==> src/rtl/disp_mem_arbiter.sv <==
// disp_mem_arbiter
//   Round-robin arbiter that shares the single framebuffer memory port
//   between N display requesters (sample plotter, grid/text renderer,
//   screen clear, LCD refresh reader). Only one memory transaction is in
//   flight at a time. The winner's addr/data/wr are captured and held on
//   the memory port until the memory accepts them. Completion (and read
//   data) is returned to the owning requester only.
//
// Ports
//   clkSYS      system clock, all logic on the rising edge
//   n_reset     synchronous active-low reset
//   req[N]      per-requester request, held until its own ack
//   wr[N]       per-requester direction, 1 = write, 0 = read
//   addr        packed requester addresses, slice i = [i*AN +: AN]
//   data        packed requester write data, slice i = [i*DN +: DN]
//   ack[N]      one-cycle completion pulse to the owner
//   rdata       read data, valid in the ack cycle of a read
//   grant       index of the current/last owner
//   busy        high whenever a transaction is being handled
//   mem_req     memory request, held until mem_ack
//   mem_wr      memory write enable
//   mem_addr    memory address
//   mem_data    memory write data
//   mem_ack     memory accepted the request (one-cycle pulse)
//   mem_rvalid  memory read data valid (one-cycle pulse)
//   mem_rdata   memory read data

module disp_mem_arbiter #(
   parameter int N  = 4,
   parameter int AN = 24,
   parameter int DN = 16
) (
   input  logic                 clkSYS,
   input  logic                 n_reset,
   input  logic [N-1:0]         req,
   input  logic [N-1:0]         wr,
   input  logic [N*AN-1:0]      addr,
   input  logic [N*DN-1:0]      data,
   output logic [N-1:0]         ack,
   output logic [DN-1:0]        rdata,
   output logic [$clog2(N)-1:0] grant,
   output logic                 busy,
   output logic                 mem_req,
   output logic                 mem_wr,
   output logic [AN-1:0]        mem_addr,
   output logic [DN-1:0]        mem_data,
   input  logic                 mem_ack,
   input  logic                 mem_rvalid,
   input  logic [DN-1:0]        mem_rdata
);

   localparam int GW = $clog2(N);

   typedef enum logic [1:0] {
      IDLE    = 2'd0,
      ISSUE   = 2'd1,
      WAIT_RD = 2'd2,
      DONE    = 2'd3
   } state_t;

   state_t         state_r;
   state_t         state_s;
   logic [GW-1:0]  grant_r;
   logic [GW-1:0]  grant_s;
   logic [GW-1:0]  ptr_r;
   logic [GW-1:0]  ptr_s;
   logic [N-1:0]   ack_r;
   logic [N-1:0]   ack_s;
   logic [DN-1:0]  rdata_r;
   logic [DN-1:0]  rdata_s;
   logic           busy_r;
   logic           busy_s;
   logic           mem_req_r;
   logic           mem_req_s;
   logic           mem_wr_r;
   logic           mem_wr_s;
   logic [AN-1:0]  mem_addr_r;
   logic [AN-1:0]  mem_addr_s;
   logic [DN-1:0]  mem_data_r;
   logic [DN-1:0]  mem_data_s;

   logic [AN-1:0]  addr_a_s [N];
   logic [DN-1:0]  data_a_s [N];
   logic           any_req_s;
   logic [GW-1:0]  win_s;
   logic [N-1:0]   owner_onehot_s;

   // First set request bit searching upward from ptr+1, wrapping modulo N.
   // Returns ptr itself when nothing is set; callers gate on any request.
   function automatic logic [GW-1:0] rr_pick(input logic [N-1:0] r, input logic [GW-1:0] p);
      logic [GW-1:0] w;
      logic [GW-1:0] idx;
      logic          found;
      w     = p;
      found = 1'b0;
      for (int k = 1; k <= N; k++) begin
         idx = GW'((int'(p) + k) % N);
         if (!found && r[idx]) begin
            w     = idx;
            found = 1'b1;
         end
      end
      return w;
   endfunction

   genvar gi;
   generate
      for (gi = 0; gi < N; gi++) begin : g_unpack
         assign addr_a_s[gi] = addr[gi*AN +: AN];
         assign data_a_s[gi] = data[gi*DN +: DN];
      end
   endgenerate

   assign any_req_s      = |req;
   assign win_s          = rr_pick(req, ptr_r);
   assign owner_onehot_s = {{(N-1){1'b0}}, 1'b1} << grant_r;
   assign busy_s         = (state_s != IDLE);

   // Next-state and next-output decode for the single in-flight transaction
   always_comb begin
      state_s    = state_r;
      grant_s    = grant_r;
      ptr_s      = ptr_r;
      ack_s      = {N{1'b0}};
      rdata_s    = rdata_r;
      mem_req_s  = mem_req_r;
      mem_wr_s   = mem_wr_r;
      mem_addr_s = mem_addr_r;
      mem_data_s = mem_data_r;
      case (state_r)
         IDLE: begin
            if (any_req_s) begin
               state_s    = ISSUE;
               grant_s    = win_s;
               ptr_s      = win_s;
               mem_req_s  = 1'b1;
               mem_wr_s   = wr[win_s];
               mem_addr_s = addr_a_s[win_s];
               mem_data_s = data_a_s[win_s];
            end else begin
               state_s = IDLE;
            end
         end
         ISSUE: begin
            if (mem_ack) begin
               mem_req_s = 1'b0;
               if (mem_wr_r) begin
                  state_s = DONE;
                  ack_s   = owner_onehot_s;
               end else if (mem_rvalid) begin
                  // read data arriving together with the accept skips WAIT_RD
                  rdata_s = mem_rdata;
                  state_s = DONE;
                  ack_s   = owner_onehot_s;
               end else begin
                  state_s = WAIT_RD;
               end
            end else begin
               state_s = ISSUE;
            end
         end
         WAIT_RD: begin
            if (mem_rvalid) begin
               rdata_s = mem_rdata;
               state_s = DONE;
               ack_s   = owner_onehot_s;
            end else begin
               state_s = WAIT_RD;
            end
         end
         DONE: begin
            state_s = IDLE;
         end
         default: begin
            state_s = IDLE;
         end
      endcase
   end

   // State and registered-output update; reset abandons any access in flight
   always_ff @(posedge clkSYS) begin
      if (!n_reset) begin
         state_r    <= IDLE;
         grant_r    <= {GW{1'b0}};
         ptr_r      <= GW'(N - 1);
         ack_r      <= {N{1'b0}};
         rdata_r    <= {DN{1'b0}};
         busy_r     <= 1'b0;
         mem_req_r  <= 1'b0;
         mem_wr_r   <= 1'b0;
         mem_addr_r <= {AN{1'b0}};
         mem_data_r <= {DN{1'b0}};
      end else begin
         state_r    <= state_s;
         grant_r    <= grant_s;
         ptr_r      <= ptr_s;
         ack_r      <= ack_s;
         rdata_r    <= rdata_s;
         busy_r     <= busy_s;
         mem_req_r  <= mem_req_s;
         mem_wr_r   <= mem_wr_s;
         mem_addr_r <= mem_addr_s;
         mem_data_r <= mem_data_s;
      end
   end

   assign ack      = ack_r;
   assign rdata    = rdata_r;
   assign grant    = grant_r;
   assign busy     = busy_r;
   assign mem_req  = mem_req_r;
   assign mem_wr   = mem_wr_r;
   assign mem_addr = mem_addr_r;
   assign mem_data = mem_data_r;

endmodule
==> config.mk <==
export PLATFORM = sky130hd
export DESIGN_NAME = disp_mem_arbiter
export DESIGN_NICKNAME = d
export VERILOG_FILES = /design/src/rtl/disp_mem_arbiter.sv
export SDC_FILE = /design/constraint.sdc
export NUM_CORES = 1
export LEC_CHECK = 0
export ABC_AREA = 1
export CORE_ASPECT_RATIO = 0.8
export CORE_MARGIN = 5
export CORE_UTILIZATION = 60
export DETAILED_ROUTE_END_ITERATION = 6
export DONT_BUFFER_PORTS = 1
export GPL_TIMING_DRIVEN = 0
export HOLD_SLACK_MARGIN = 0.03
export PLACE_DENSITY_LB_ADDON = 0.08
export SYNTH_ARGS = -nofsm -noshare
export SYNTH_HDL_FRONTEND = slang
export SYNTH_SLANG_ARGS = --single-unit
==> constraint.sdc <==
create_clock -name clkSYS -period 1.95 [get_ports clkSYS]
set_clock_uncertainty 0.05 [all_clocks]
set_input_delay 0.39 -clock clkSYS [delete_from_list [all_inputs] [get_ports clkSYS]]
set_output_delay 0.39 -clock clkSYS [all_outputs]
set_load 0.05 [all_outputs]
# [After elaboration in Yosys (flattened, before gate mapping)]
# Cells that the tools add are included.
[word_totals] word_cells=81 inputBits=188 out_inout_bits=65 regBits=69
[op_classes] shifts=1 order_cmp=6 reduce_logical=14 n_bitwise=1 muxes=39 n_eq_ne=6 n_addsub=4
[ops] operator="16-bit 2-to-1 mux" n=5
[ops] operator="24-bit binary-select mux with 2-bit select" n=1
[ops] operator="24-bit 2-to-1 mux" n=2
[ops] operator="16-bit binary-select mux with 2-bit select" n=1
[ops] operator="16-bit case mux with 2 select lines" n=1
[ops] operator="2-bit by 3-bit < comparator with 1-bit output (second input constant)" n=5
[ops] operator="1-bit 2-to-1 mux" n=13
[ops] operator="4-bit 2-to-1 mux" n=3
[ops] operator="1-bit binary-select mux with 2-bit select" n=5
[ops] operator="2-bit 2-to-1 mux" n=5
[ops] operator="2-bit case mux with 4 select lines" n=1
[ops] operator="4-bit case mux with 2 select lines" n=1
[ops] operator="2-bit != test (second input constant)" n=3
[ops] operator="3-bit AND reduction" n=2
[ops] operator="2-bit nonzero test" n=3
[ops] operator="2-bit by 1-bit adder with 2-bit output (second input constant)" n=2
[ops] operator="2-bit adder (second input constant)" n=2
[ops] operator="2-bit == test (second input constant)" n=2
[ops] operator="4-bit OR reduction" n=1
[ops] operator="1-bit by 2-bit left shift with 4-bit output (first input constant)" n=1
[ops] operator="3-bit greater-or-equal comparator (second input constant)" n=1
[ops] operator="1-bit logical AND" n=3
[ops] operator="1-bit logical NOT" n=3
[ops] operator="2-bit NOT with 3-bit output" n=1
[ops] operator="4 further kinds" n=4

# [Logic depth before layout (Yosys ltp)]
# Gate-level depths: netlist (run 1).
[depth] ltp_word=17 ltp_mapped=15 mapped_depth_nobuf=14

# [Least setup slack after synthesis (run 1)]
# Ideal clock, no wire load.
[synth_path] path_kind="register to register" from="register state_r[0]" to="register mem_wr_r (netlist: mem_wr)" arrival_ns=1.583 period_less_slack_ns=1.766 path_stages_with_launch=9 t_required_ns=1.768 setup_slack_ns=0.184 setup_time_ns=0.132 n_path_buf=1 cell_sequence="dfxtp_1 > inv_1 > ha_1 > inv_1 > nor2_1 > clkinv_1 > clkbuf_1 > nand2_1 > a21oi_1"
[synth_via] elab_chain_len=2
[synth_rtl] element="start, declared" line_no="61" source="state_t state_r;"
[synth_rtl] element="start signal, assigned" line_no="194" source="state_r <= state_s;"
[synth_rtl] element="2-bit logical NOT" line_no="130" source="case (state_r)"
[synth_rtl] element="2-bit AND reduction (no line)"
[synth_rtl] element="end signal, assigned" line_no="201" source="mem_wr_r <= mem_wr_s;"
[synth_rtl] element="end, declared" line_no="75" source="logic mem_wr_r;"
# No other way between the ends.
# A chain may end at the register's enable or synchronous reset.

# [Final worst setup path (run 1)]
[layout_path] from="register ptr_r[0]" to="register mem_wr_r (netlist: mem_wr)"
[layout_via] elab_chain_len=15
[layout_rtl] element="start, declared" line_no="65" source="logic [GW-1:0] ptr_r;"
[layout_rtl] element="start signal, assigned" line_no="185" source="ptr_r <= GW'(N - 1);"
[layout_rtl] element="start signal, assigned" line_no="196" source="ptr_r <= ptr_s;"
[layout_rtl] element="2-bit by 1-bit adder with 2-bit output" line_no="97" source="idx = GW'((int'(p) + k) % N);"
[layout_rtl] element="1-bit binary-select mux with 2-bit select" line_no="98" source="if (!found && r[idx]) begin"
[layout_rtl] element="1-bit 2-to-1 mux (not written as such)" line_no="98"
[layout_rtl] element="1-bit 2-to-1 mux" line_no="98"
[layout_rtl] element="1-bit logical NOT" line_no="98"
[layout_rtl] element="1-bit logical AND" line_no="98"
[layout_rtl] element="1-bit 2-to-1 mux" line_no="98"
[layout_rtl] element="1-bit logical NOT" line_no="98"
[layout_rtl] element="1-bit logical AND" line_no="98"
[layout_rtl] element="1-bit 2-to-1 mux" line_no="98"
[layout_rtl] element="1-bit logical NOT" line_no="98"
[layout_rtl] element="1-bit logical AND" line_no="98"
[layout_rtl] element="2-bit 2-to-1 mux *" line_no="98"
[layout_rtl] element="1-bit binary-select mux with 2-bit select *" line_no="137" source="mem_wr_s = wr[win_s];"
[layout_rtl] element="1-bit 2-to-1 mux (not written as such) *" line_no="137"
# Mark *: on every way between the ends. The rest lies on a longest branch, timed or not. The select of a mux whose other input is x is not followed.

==> results of run 1 <==
[worst paths after layout]
kind / start / depth (start not counted) / to / slack (ns)
worst min-delay path: mem_rdata[12] / 2 / rdata[12] / 0.16
worst min register to register: ptr_r[1] / 2 / ptr_r[1] / 0.56
worst max register to register: ptr_r[0] / 15 / mem_wr / -0.04
worst max-delay path: ptr_r[0] / 15 / mem_wr / -0.04
[layout make-up]
class | instances | area [sq um] | share of cell area
Multi-Input combinational cell | 547 | 2860 | 0.531
Buffer | 55 | 482 | 0.0895
Tap cell | 90 | 113 | 0.0209
Timing Repair Buffer | 11 | 123 | 0.0228
Clock inverter | 7 | 51.3 | 0.00953
Clock buffer | 9 | 124 | 0.0230
Sequential cell | 69 | 1390 | 0.258
Inverter | 59 | 243 | 0.0451
[what timing repair did]
| action | 4_1_cts | 5_1_grt |
|---|---|---|
| setup endpoints to repair | 56 | 55 |
| gates cloned | 0 | 5 |
| buffers inserted | 0 | 6 |
| pin swaps | 1 | 22 |
| resized for setup | 27 | 136 |
[power by group through the flow]
| stage | clock, mW | sequential (mW) | combinational [mW] |
|---|---|---|---|
| finish | 1.03 | 4.13 | 7.05 |
| global route | 1.12 | 4.18 | 7.78 |
| CTS | 1.04 | 4.10 | 5.69 |
| detailed placement | 0 | 4.12 | 5.44 |
| global placement | 0 | 4.12 | 5.27 |
| floorplan | 0 | 3.92 | 4.34 |
[sequential cells by signal, indices dropped and copies added, names as in the netlist]
signal / count
ack: 4
busy: 1
grant: 2
mem_addr: 24
mem_data: 16
mem_req: 1
mem_wr: 1
ptr_r: 2
rdata: 16
state_r: 2
[metrics by stage]
stage / setup TNS, ns / area [sq um] / utilization / hold slack [ns]
after floorplan: 0 / 4480 / - / 0.504
after global routing: -4.43 / 5380 / 0.735 / 0.148
after global placement: -16.29 / 4590 / 0.627 / 0.512
final: -0.311 / 5380 / 0.735 / 0.161
after detailed placement: -17.84 / 4590 / 0.627 / 0.518
after CTS: 0 / 4840 / 0.662 / 0.155
[synth_stat cells (all sizes together)]
library cell / n / area (sq um)
a21oi: 47 / 235
o211ai: 2 / 15.0
inv: 58 / 218
clkinv: 1 / 3.75
nand3: 176 / 881
o221a: 1 / 11.3
nor4: 1 / 6.26
a31oi: 1 / 6.26
clkbuf: 16 / 60.1
nor3: 2 / 10.0
nor2: 41 / 154
ha: 4 / 50.1
buf: 39 / 231
nand2: 210 / 803
nand3b: 42 / 315
dfxtp: 69 / 1380
o21ai: 20 / 100
[kinds of logic after synthesis]
logic type | after synthesis
AND/OR/NAND/NOR | 472
buffers and inverters | 114
AO/OA/AOI/OAI | 71
flip-flops | 69
adder cells (fa/ha/maj) | 4
[routing by layer]
| layer | GRT usage | up-vias | wire length, um |
|---|---|---|---|
| li1 | - | 2442 | - |
| met1 | 0.362 | 2365 | 5690 |
| met2 | 0.509 | 321 | 7630 |
| met3 | 0.125 | 34 | 1950 |
| met4 | 0.0534 | 0 | 291 |
| met5 | 0 | - | 0 |
==> run_results.csv, run 1 <==
group,metric,value,unit
placed_design,numPortBuffers,0,
final_layout,n_antenna_cell,0,
route,vias,5162,
setup_path,end_kind,"register",
timing,tightest_slew,0.649,ns
timing,drv_slew,0,
yosys,yosysWarnings,0,
yosys,yosys.area_share.simple,0.484,
power,comb_power_share,0.577,
global_route,grt_pass1_wl,22.6,mm
yosys,synth_top_family_by_area,"simple AND/OR/NAND/NOR gates",
timing,hold_viol_final,0,
global_route,grt_pass1_vias,4712,
yosys,synthAdderAreaFrac,0.0112,
final_layout,fin_cells,847,
final_layout,layout_commonest_cell,"nand2_1",
yosys,synthesis.area,4480,sq um
die,core_area,7320,sq um
route,drt_wl_total,15.6,mm
global_route,globalRoute.totalOverflow,0,
final_layout,most-common-layout-cells,"nand2_1 (185), nand3_1 (164), dfxtp_1 (66)",
outcome,violations,"negative setup slack",
die,rows,28,
power,sw_frac_of_total,0.568,
setup_path,crit_fanout,7,
final_layout,areaGrowthSynthToFinish,20.1,%
worst_hold_path,hold_path.class,"input pin to register",
yosys,synthCells,730,
timing,relSlewSlack,0.567,
route,wl_per_cell,18.4,um
clock_tree,clk_pin_slew,0.07,ns
yosys,avgSynthCellArea,6.14,sq um
final_layout,nFillCells,610,
clock_tree,htree_levels,3,
power,p_total,12.2,mW
timing,worst_slack,-0.0394,ns
die,start_util,0.612,
route,first_pass_iters,6,
power,p_switching,6.94,mW
placed_design,dpl.hpwl,11.4,mm
power,internal_power,5.27,mW
placed_design,dp_cells,820,
clock_tree,cts_buffers,9,
setup_path,crit_chain,"buf_6, nand2_4, nand2_4, nand2_4, nand2_4, nand2_4, nand2_4, nand2_4, buf_12, buf_8, nand3b_1, nand2_1, nand2_1, nand3_2, a21oi_2",
timing,min_period,1.99,ns
global_route,grt_start_max_net_pins,14,
yosys,yosysUniqueCellTypes,21,
route,routed_via_density,6.09,
yosys,synth_compound_area_frac,0.0821,
clock_tree,root_buffer,"clkbuf_8",
placed_design,place_ws,-0.472,ns
timing,clock.fmax,503,MHz
flow_run,cap_violations,0,
yosys,synth-seq-cells,69,
clock_tree,worstSkewPairLatency,0.35,ns
placed_design,finalWeightedCongestion,0.903,
final_layout,drive_gt1_frac,0.178,
setup_path,crit_path_frequent_cell,"nand2_4",
timing,rsz0062_at_grt,"true",
die,die_area,9310,sq um
setup_path,max_stage_delay,0.40,ns
global_route,grt_use_total,0.300,
clock_tree,tritoncts,"yes",
yosys,ys_seq_area_frac,0.308,
timing,setup_violations,18,
setup_path,worstPathArrival,2.21,ns
die,die_w,107,um
yosys,syn_nets,922,
setup_path,required,2.17,ns
route,drtAntennaViolNets,0,
setup_path,critPathLaunchType,"register",
clock_tree,cts_sinks,69,
setup_path,crit_type,"register to register",
clock_tree,cts_hold_buffers,0,
setup_path,cpLargestDelayFamily,"simple AND/OR/NAND/NOR gates",
power,power.leakage,2.54,nW
yosys,muxShareOfSynthArea,0,
global_route,antenna_found_initial,0,
die,die_y,87.3,um
die,io_pins,253,
timing,min_period_over_period,1.02,
power,p_seq_frac,0.338,
route,drc,0,
route,drt_iter0_markers,437,
setup_path,path_buf_inv,3,
power,p_per_area,2270,nW/um^2
clock_tree,clk_path_buf_depth,2,
yosys,yosys.area_share.xor_xnor,0,
outcome,status,"complete, but fails checks",
final_layout,fin_nets,944,
power,clkPwrFrac,0.084,
setup_path,crit_slowest_cell,"dfxtp_4",
power,ir_drop,1.44,mV
(Power assumes the default switching activity.)
==> run 2: changes to the inputs <==
CORE_UTILIZATION = 39   (was 60)
CTS_CLUSTER_DIAMETER = 80   (was not set)
DONT_BUFFER_PORTS = not set   (was 1)
==> run 2 against run 1 <==
Net effect: the flow now finishes without violations; worst setup slack improved by 0.058 ns; final cell count increased by 37%; wire length increased by 16%; critical path depth decreased by 2; first-iteration DRC count decreased by 34%; non-clock buffer count increased by 253; via count increased by 13%; sequential share of layout area decreased by 9.1 points; die area increased by 48%; flip-flop and latch count unchanged; sequential power decreased by 46%; design area increased by 54%; critical path type unchanged; largest power group unchanged.
==> run_results.csv, run 2 (synthesis results as in run 1) <==
group,metric,value,unit
final_layout,fin_nets,1197,
setup_path,crit_path_frequent_cell,"nand2_4",
route,drt_wl_total,18.0,mm
route,wl_per_cell,15.5,um
die,core_area,11400,sq um
power,ir_drop,0.748,mV
final_layout,postLayoutCoreUtil,0.727,
clock_tree,worstSkewPairLatency,0.33,ns
timing,min_period,1.93,ns
setup_path,crit_chain,"buf_6, nand2_4, nand2_4, nand2_4, nand2_4, inv_6, nand3_2, nand3_2, nand2_4, buf_4, nand3_1, nand3_1, a21oi_1",
final_layout,areaGrowthSynthToFinish,84.6,%
worst_hold_path,hold_path.class,"register to register",
clock_tree,clk_pin_slew,0.06,ns
timing,tightest_slew,0.610,ns
power,p_total,14.4,mW
timing,fin_hold_ws,0.412,ns
route,drc,0,
die,io_pins,253,
timing,min_period_over_period,0.991,
route,drt_iter0_markers,288,
timing,drv_slew,0,
placed_design,dpl.hpwl,13.2,mm
setup_path,critPathLaunchType,"register",
global_route,antenna_found_initial,0,
power,p_per_area,1740,nW/um^2
global_route,grt_use_total,0.244,
placed_design,dp_cells,1130,
die,die_y,106,um
setup_path,crit_type,"register to register",
final_layout,nFillCells,984,
die,start_util,0.394,
route,vias,5857,
final_layout,most-common-layout-cells,"clkdlybuf4s50_1 (204), nand2_1 (187), nand3_1 (166)",
die,die_w,130,um
setup_path,crit_slowest_cell,"dfxtp_2",
clock_tree,root_buffer,"clkbuf_16",
global_route,globalRoute.totalOverflow,0,
global_route,grt_start_max_net_pins,13,
power,power.leakage,4.20,nW
final_layout,largest_reg_flops,24,
final_layout,fin_cells,1158,
setup_path,crit_fanout,10,
timing,clock.fmax,518,MHz
timing,worst_slack,0.0183,ns
placed_design,finalWeightedCongestion,0.847,
clock_tree,htree_levels,3,
setup_path,worstPathArrival,2.07,ns
clock_tree,cts_buffers,9,
setup_path,max_stage_delay,0.35,ns
global_route,grt_pass1_vias,5451,
clock_tree,tritoncts,"yes",
clock_tree,cts_sinks,69,
placed_design,numPortBuffers,252,
setup_path,required,2.09,ns
outcome,status,"finished, final reports clean",
route,routed_via_density,5.06,
die,die_area,13700,sq um
setup_path,end_kind,"register",
timing,relSlewSlack,0.593,
timing,rsz0062_at_grt,"true",
final_layout,drive_gt1_frac,0.128,
global_route,grt_pass1_wl,26.8,mm
die,rows,35,
route,drtAntennaViolNets,0,
final_layout,layout_commonest_cell,"clkdlybuf4s50_1",
clock_tree,clk_path_buf_depth,2,
timing,hold_viol_final,0,
final_layout,n_antenna_cell,0,
route,first_pass_iters,4,
placed_design,place_ws,-0.945,ns
flow_run,cap_violations,0,
timing,setup_violations,0,
## run 2: what timing repair did
item	CTS	global route
resized for setup	47	156
cloned	2	5
buffers inserted	3	2
endpoints found under the setup margin	53	90
pin swaps	3	23
hold buffers	0	0
## run 2: metrics by stage
step | instance area (sq um) | setup TNS (ns)
final | 8280 | 0
after global routing | 8280 | -1.64
after CTS | 7650 | 0
after detailed placement | 7190 | -42.89
after global placement | 7190 | -42.11
after floorplan | 4480 | 0
## run 2: report_power, final
part / total, mW / internal (mW) / leakage [nW] / switching, mW
Sequential: 2.23 / 1.94 / 0.570 / 0.290
Clock: 1.87 / 1.25 / 0.163 / 0.622
Combinational: 10.3 / 4.01 / 3.47 / 6.27
Total: 14.4 / 7.19 / 4.20 / 7.18
## run 2: path summary, 6_finish.rpt
path | start | end | slack (ns) | cells after the start
max | ptr_r[0] | mem_addr[7] | 0.02 | 13
min | mem_addr[15] | mem_addr[15] | 0.41 | 2
max reg2reg | ptr_r[0] | mem_addr[7] | 0.02 | 13
min reg2reg | mem_addr[15] | mem_addr[15] | 0.41 | 2
## run 2: cell type report
type	instances	area, sq um	share of cell area
buffer	55	510	0.0617
clock buffer	10	229	0.0277
clock inverter	6	111	0.0135
inverter	59	236	0.0286
multi-input combinational	547	2830	0.342
sequential	69	1390	0.168
tap	148	185	0.0224
timing repair buffer	264	2790	0.337
## run 2: worst max-delay path, delay by kind of cell, from the launching register on
family          cells  cell delay, ns
simple gates        9            0.89
buf+inv             3            0.42
flops               1            0.35
compound gates      1            0.07
## run 2: per-layer routing
metal  GRT usage  routed length [um]  vias to the layer above
met1       0.314                7740                     2692
met2       0.396                8500                      182
li1            -                   -                     2962
met5           0                   0                        -
met3      0.0795                1470                       21
met4      0.0549                 263                        0
